<file path="config.mk">
export PLATFORM = sky130hd
export DESIGN_NAME = dmem_arbiter
export DESIGN_NICKNAME = d
export VERILOG_FILES = /design/src/rtl/dmem_arb_pkg.sv /design/src/rtl/dmem_burst_ctr.sv /design/src/rtl/dmem_arbiter.sv
export SDC_FILE = /design/constraint.sdc
export NUM_CORES = 1
export LEC_CHECK = 0
export ABC_CLOCK_PERIOD_IN_PS = 2500
export BUFFER_PORTS_ARGS = -buffer_cell sky130_fd_sc_hd__buf_2
export CAP_MARGIN = 20
export CORE_MARGIN = 5
export CORE_UTILIZATION = 41
export DETAILED_ROUTE_END_ITERATION = 16
export PLACE_DENSITY = 0.7
export SLEW_MARGIN = 10
export SYNTH_ARGS = -nofsm -noshare
export SYNTH_HDL_FRONTEND = slang
export SYNTH_SLANG_ARGS = --single-unit
</file>
<file path="constraint.sdc">
create_clock -name CLK -period 2.5 [get_ports CLK]
set_clock_uncertainty 0.05 [all_clocks]
set_input_delay 0.125 -clock CLK [delete_from_list [all_inputs] [get_ports CLK]]
set_output_delay 0.125 -clock CLK [all_outputs]
set_load 0.02 [all_outputs]
</file>
<file path="src/rtl/dmem_arb_pkg.sv">
// Shared types and helpers for the data-memory arbiter: FSM states, port ids,
// default geometry and the word-index range check.
package dmem_arb_pkg;

  localparam int unsigned MEM_WORDS_DEF = 128;
  localparam int unsigned MAX_BURST_DEF = 16;

  typedef enum logic [1:0] {
    IDLE,
    A_XFER,
    B_BURST
  } arb_state_e;

  typedef enum logic {
    PORT_A,
    PORT_B
  } port_e;

  // Byte address -> word index, compared against the memory depth.
  function automatic logic word_in_range(input logic [31:0] addr, input int unsigned words);
    return ({2'b00, addr[31:2]} < words);
  endfunction

endpackage

</file>
<file path="src/rtl/dmem_burst_ctr.sv">
// Port-B burst sequencer: holds the current beat address, the beat index and
// flags the final beat of the loaded length.
module dmem_burst_ctr #(
  parameter int unsigned LEN_W = 5
) (
  input  logic             clk,
  input  logic             rst,
  input  logic             load,
  input  logic             advance,
  input  logic [31:0]      base,
  input  logic [LEN_W-1:0] len,
  output logic [31:0]      addr,
  output logic [LEN_W-1:0] beat,
  output logic             last
);

  logic [31:0]      addr_q;
  logic [LEN_W-1:0] beat_q;
  logic [LEN_W-1:0] len_q;

  always_ff @(posedge clk) begin
    if (rst) begin
      addr_q <= '0;
      beat_q <= '0;
      len_q  <= '0;
    end else if (load) begin
      addr_q <= base;
      beat_q <= '0;
      len_q  <= len;
    end else if (advance) begin
      addr_q <= addr_q + 32'd4;
      beat_q <= beat_q + 1'b1;
    end
  end

  assign addr = addr_q;
  assign beat = beat_q;
  assign last = (beat_q == len_q - 1'b1);

endmodule

</file>
<file path="src/rtl/dmem_arbiter.sv">
// Round-robin arbiter between a single-word CPU port (A) and a burst DMA port
// (B) in front of the 128-word data memory, with registered read returns.
module dmem_arbiter
  import dmem_arb_pkg::*;
#(
  parameter int unsigned MEM_WORDS = MEM_WORDS_DEF,
  parameter int unsigned MAX_BURST = MAX_BURST_DEF,
  parameter int unsigned LEN_W     = $clog2(MAX_BURST) + 1
) (
  input  logic             CLK,
  input  logic             RESET,
  input  logic             a_req,
  input  logic             a_we,
  input  logic [31:0]      a_addr,
  input  logic [31:0]      a_wdata,
  output logic             a_gnt,
  output logic             a_rvalid,
  output logic [31:0]      a_rdata,
  input  logic             b_req,
  input  logic             b_we,
  input  logic [31:0]      b_addr,
  input  logic [LEN_W-1:0] b_len,
  input  logic [31:0]      b_wdata,
  output logic             b_gnt,
  output logic             b_wready,
  output logic             b_rvalid,
  output logic [31:0]      b_rdata,
  output logic             b_done,
  output logic             b_err,
  output logic [31:0]      Address,
  output logic [31:0]      Write_Data,
  output logic             MemWrite,
  output logic             MemRead,
  input  logic [31:0]      Read_data,
  output logic             addr_err
);

  localparam logic [LEN_W-1:0] MaxLen = LEN_W'(MAX_BURST);

  arb_state_e state_q;
  port_e      last_q;

  logic [31:0] a_addr_q, a_wdata_q;
  logic        a_we_q;
  logic        b_we_q, b_bad_q, b_err_acc_q;

  logic        a_gnt_q, b_gnt_q, a_rvalid_q, b_rvalid_q, b_done_q, b_err_q;
  logic [31:0] a_rdata_q, b_rdata_q;

  logic             grant_a, grant_b, bad_len;
  logic             a_acc, b_beat, access, acc_we, in_range, err_so_far;
  logic [31:0]      acc_addr, rd_data;
  logic [31:0]      ctr_addr;
  logic [LEN_W-1:0] ctr_beat;
  logic             ctr_last;

  dmem_burst_ctr #(
    .LEN_W(LEN_W)
  ) u_burst_ctr (
    .clk    (CLK),
    .rst    (RESET),
    .load   (grant_b),
    .advance(b_beat),
    .base   (b_addr),
    .len    (b_len),
    .addr   (ctr_addr),
    .beat   (ctr_beat),
    .last   (ctr_last)
  );

  // A wins a tie only when B held the previous grant.
  always_comb begin
    grant_a = 1'b0;
    grant_b = 1'b0;
    if (state_q == IDLE) begin
      grant_a = a_req && (!b_req || last_q == PORT_B);
      grant_b = b_req && !grant_a;
    end
  end

  assign bad_len  = (b_len == '0) || (b_len > MaxLen);
  assign a_acc    = (state_q == A_XFER);
  assign b_beat   = (state_q == B_BURST) && !b_bad_q;
  assign access   = a_acc || b_beat;
  assign acc_addr = a_acc ? a_addr_q : (b_beat ? ctr_addr : 32'd0);
  assign acc_we   = a_acc ? a_we_q : b_we_q;
  assign in_range = word_in_range(acc_addr, MEM_WORDS);
  assign rd_data  = in_range ? Read_data : 32'd0;

  assign Address    = access ? acc_addr : 32'd0;
  assign MemWrite   = access && acc_we && in_range;
  assign MemRead    = access && !acc_we && in_range;
  assign Write_Data = (a_acc && a_we_q) ? a_wdata_q :
                      (b_beat && b_we_q) ? b_wdata : 32'd0;
  assign addr_err   = access && !in_range;
  assign b_wready   = b_beat && b_we_q;

  // Error history restarts on the first beat of every burst.
  assign err_so_far = (ctr_beat == '0) ? 1'b0 : b_err_acc_q;

  always_ff @(posedge CLK) begin
    if (RESET) begin
      state_q     <= IDLE;
      last_q      <= PORT_B;
      a_addr_q    <= '0;
      a_wdata_q   <= '0;
      a_we_q      <= 1'b0;
      b_we_q      <= 1'b0;
      b_bad_q     <= 1'b0;
      b_err_acc_q <= 1'b0;
      a_gnt_q     <= 1'b0;
      b_gnt_q     <= 1'b0;
      a_rvalid_q  <= 1'b0;
      a_rdata_q   <= '0;
      b_rvalid_q  <= 1'b0;
      b_rdata_q   <= '0;
      b_done_q    <= 1'b0;
      b_err_q     <= 1'b0;
    end else begin
      a_gnt_q    <= 1'b0;
      b_gnt_q    <= 1'b0;
      a_rvalid_q <= 1'b0;
      b_rvalid_q <= 1'b0;
      b_done_q   <= 1'b0;
      b_err_q    <= 1'b0;
      unique case (state_q)
        IDLE: begin
          if (grant_a) begin
            state_q   <= A_XFER;
            last_q    <= PORT_A;
            a_gnt_q   <= 1'b1;
            a_addr_q  <= a_addr;
            a_we_q    <= a_we;
            a_wdata_q <= a_wdata;
          end else if (grant_b) begin
            state_q <= B_BURST;
            last_q  <= PORT_B;
            b_gnt_q <= 1'b1;
            b_we_q  <= b_we;
            b_bad_q <= bad_len;
          end
        end
        A_XFER: begin
          state_q <= IDLE;
          if (!a_we_q) begin
            a_rvalid_q <= 1'b1;
            a_rdata_q  <= rd_data;
          end
        end
        B_BURST: begin
          if (b_bad_q) begin
            state_q  <= IDLE;
            b_done_q <= 1'b1;
            b_err_q  <= 1'b1;
          end else begin
            if (!b_we_q) begin
              b_rvalid_q <= 1'b1;
              b_rdata_q  <= rd_data;
            end
            b_err_acc_q <= err_so_far || !in_range;
            if (ctr_last) begin
              state_q  <= IDLE;
              b_done_q <= 1'b1;
              b_err_q  <= err_so_far || !in_range;
            end
          end
        end
        default: state_q <= IDLE;
      endcase
    end
  end

  assign a_gnt    = a_gnt_q;
  assign a_rvalid = a_rvalid_q;
  assign a_rdata  = a_rdata_q;
  assign b_gnt    = b_gnt_q;
  assign b_rvalid = b_rvalid_q;
  assign b_rdata  = b_rdata_q;
  assign b_done   = b_done_q;
  assign b_err    = b_err_q;

endmodule

</file>
==> qor.txt <==
=================================================================================
Outcome                                                              finished, final reports clean
Cell class contributing the biggest share of worst-path delay        simple AND/OR/NAND/NOR gates
Placement row count                                                            51
Min-Delay Startpoint                                                   b_addr[30]
Detailed Route WL                                                         27.6 mm
Hold Crit Class                                                            in2reg
Reported max-cap violation count                                                0
Worst slew pin tran                                                        621 ps
Total vias in the final route                                                8460
Die height                                                                 149 µm
Average vias per placed instance                                             5.25
Final clock period utilization by the worst path                            96.2%
Worst hold path stage count                                                     3
Switching power summed over all nets                                      2.07 mW
Port bufs                                                                     308
Setup Crit Path Kind                                                      reg2out
Final number of hold-violating endpoints                                        0
Clock buffers created by TritonCTS                                             17
Delay of the slowest cell on the worst path                                540 ps
Number of buffers on the longest clock path                                     2
Instance count after placement with tap cells included                       1443
Cell type with the largest total area after synthesis                     dfxtp_1
Clock tree sinks                                                              183
TritonCTS clock tree                                                          yes
Highest Clock Rate                                                      0.416 GHz
Distinct cell type count after synthesis                                       53
Routed length on met1                                                     11.6 mm
Cell area after synthesis                                                7970 µm²
Async set or reset register ratio after synthesis                              0%
Die area                                                                22300 µm²
Non-filler instance count after layout                                       1611
Final Max Tran Viols                                                            0
Post-synthesis net count                                                     1096
Worst vdd ir                                                           0.000454 V
Total power per unit cell area                                         624 nW/µm²
Cell depth of the worst setup path                                              5
Met3 wire length                                                          2.32 mm
Total of warnings raised by yosys                                               0
Clock-pin slew on the worst setup and hold paths                            70 ps
Remaining design rule violation count                                           0
Post-route cell area                                                    11700 µm²
Post-synth EDFFs                                                                0
Final setup violating endpoints                                                 0
Startpoint type of the worst setup path                                 flip-flop
Source-to-sink clock delay at the later pin of the worst-skew pair         420 ps
Max layer used                                                               met5
Via count of the first global-routing pass                                   8022
Congestion Overflow GR                                                          0
Worst path required time                                                  2330 ps
Number of top-level pins                                                      309
Detailed-routed wire length on met2                                       13.0 mm
Logic pwr share                                                             17.8%
Portion of synthesized cell area occupied by the leading cell type          46.0%
Most common library cell in the layout ignoring fill and taps               buf_2
Normalized max-slew margin                                                  58.3%
Iteration count of the initial detailed-routing pass                            7
Cell leakage power                                                        5.16 nW
Placed cell area                                                         9770 µm²
Critical path endpoint category                                      primary output
Beginning of the critical path                                       a_addr_q[13]$_SDFFE_PP0P_
Die width                                                                  149 µm
Count of H-tree levels built during CTS                                         4
Layout area overhead                                                        47.1%
Final worst path period need                                              2410 ps
Placed wire-length estimate after detailed placement                      19.2 mm
Int Pwr                                                                   5.26 mW
Average detailed-routed wire length per instance                          17.1 µm
Sum of internal, switching and leakage power                              7.32 mW
Residual antenna-violating net count after detailed routing                     0
Beginning of the worst register-to-register path                     a_addr_q[13]$_SDFFE_PP0P_
Unrepaired setup endpoints after global routing                             false
Proportion of layout cells with a drive suffix above 1                      31.9%
DRC violation total after the first TritonRoute iteration                     494
#FFs+latches synth                                                            183
Summed negative setup slack over all endpoints                               0 ps
Clock power frac                                                            37.5%
Maximum number of pins on one net before global-route repair                   66
NumNets Final                                                                1508
Antenna violations before repair                                                3
Starting Density                                                            41.2%
Top library cells by usage in the layout, fill and taps aside        buf_2, nand2_1, dfxtp_1, dlygate4sd3_1, a21oi_1
Sequential fraction of the synthesis area                                   46.0%
Global-route wire length before repair                                    42.3 mm
Cells after Synth                                                             921
R2R cell count                                                                  7
Final GP Congestion                                                         0.905
Sequence of cells on the critical path                               or4_4 -> o41ai_4 -> o21ai_2 -> nor3_1 -> buf_2
Critical path fanouts, max                                                      4
Sequential group share of total power                                       44.7%
Switching Fraction                                                          28.2%
Tot GR Track Use                                                            23.7%
Core area                                                               19300 µm²
Flip-flop cell with the highest count after synthesis                     dfxtp_1
CTS root buf                                                            clkbuf_16
Buf+Inv Stages, Crit Path                                                       1
Dominant cells by area after synthesis                               dfxtp_1, nand2_1, a22o_1
Syn_area_per_cell                                                        8.66 µm²
Worst EP arrival                                                          2230 ps
Worst-path cell with the longest stage delay                                or4_4
=================================================================================
==> per-stage QoR <==
stage               hold slack [ps]  utilization [%]  worst slack (ps)
detailed placement              299             50.5               191
global placement                275             50.5               220
floorplan                       184                -               167
global route                   12.6             60.7              5.70
finish                         29.1             60.7              94.5
CTS                            1.40             60.4             -15.1
==> state kept, by name, indices dropped and copies added, names as in the netlist, 2 cells and up <==
signal,count
a_addr_q,32
a_rdata,32
a_wdata_q,32
b_rdata,32
state_q,2
u_burst_ctr.addr,32
u_burst_ctr.beat,5
u_burst_ctr.len_q,5
==> final timing paths <==
kind                                                          end  slack [ps]
worst min-delay path            u_burst_ctr.addr[30]$_SDFFE_PP0P_          30
worst min register to register            a_rdata[6]$_SDFFE_PP0P_         400
worst max register to register           a_rdata[13]$_SDFFE_PP0P_         310
worst max-delay path                                      MemRead          90
==> logic make-up after synthesis <==
| group | after synthesis | share of synthesized area [%] |
|---|---|---|
| flip-flops | 183 | 46.0 |
| adder cells (fa/ha/maj) | 4 | 0.628 |
| AND/OR/NAND/NOR | 364 | 21.2 |
| AO/OA/AOI/OAI | 258 | 24.4 |
| buffers and inverters | 84 | 4.74 |
| XOR/XNOR | 28 | 3.08 |
==> power groups by stage <==
| stage | Clock [mW] | Combinational, mW | Sequential [mW] |
|---|---|---|---|
| finish | 2.75 | 1.30 | 3.27 |
| global route | 2.94 | 1.41 | 3.30 |
| CTS | 2.82 | 1.28 | 3.27 |
| detailed placement | 0 | 1.11 | 3.33 |
| global placement | 0 | 1.10 | 3.33 |
| floorplan | 0 | 0.667 | 3.32 |
==> Yosys cell counts (4+ instances only) <==
library cell / instances
a21oi_1: 81
buf_1: 5
a32o_1: 32
a22o_1: 62
nor4_2: 5
nor2_1: 42
inv_1: 7
nor4_1: 16
o21ai_0: 15
nand4_1: 14
and3_1: 4
dfxtp_1: 183
a211oi_1: 19
xnor2_1: 14
a311oi_1: 4
and4_1: 5
nor3_1: 9
o21ai_2: 30
nand2_1: 236
clkbuf_1: 58
nand3_1: 13
ha_1: 4
buf_2: 4
xor2_1: 14
buf_6: 7
==> worst reg2reg max path, cell delays in order, from the launching register on <==
cell and delay [ps]:
dfxtp_1 330, or4_4 540, o41ai_4 390, buf_4 180
buf_4 110, o211ai_4 70, buf_4 260, o21ai_0 190
==> area by class of cell <==
class                           count  area (µm²)
Fill cell                        1678        7600
Multi-Input combinational cell    654        3980
Sequential cell                   183        3660
Timing Repair Buffer              469        3120
Clock buffer                       17         425
Tap cell                          265         332
Clock inverter                     13         171
Inverter                            8        30.0
Antenna cell                        2        5.00
==> routing by layer <==
layer / GRT usage [%] / vias up
li1: - / 4106
met2: 38.7 / 374
met4: 9.24 / 2
met5: 0 / -
met1: 30.4 / 3936
met3: 5.48 / 42
==> timing repair <==
action	CTS	global route
resized for setup	3	2
setup endpoints to repair	4	29
gates cloned	0	0
endpoints found under the hold margin	160	1
hold buffers	127	1
setup buffers	3	5
pin swaps	1	3
No activity file was read; power rests on OpenSTA's default activity.
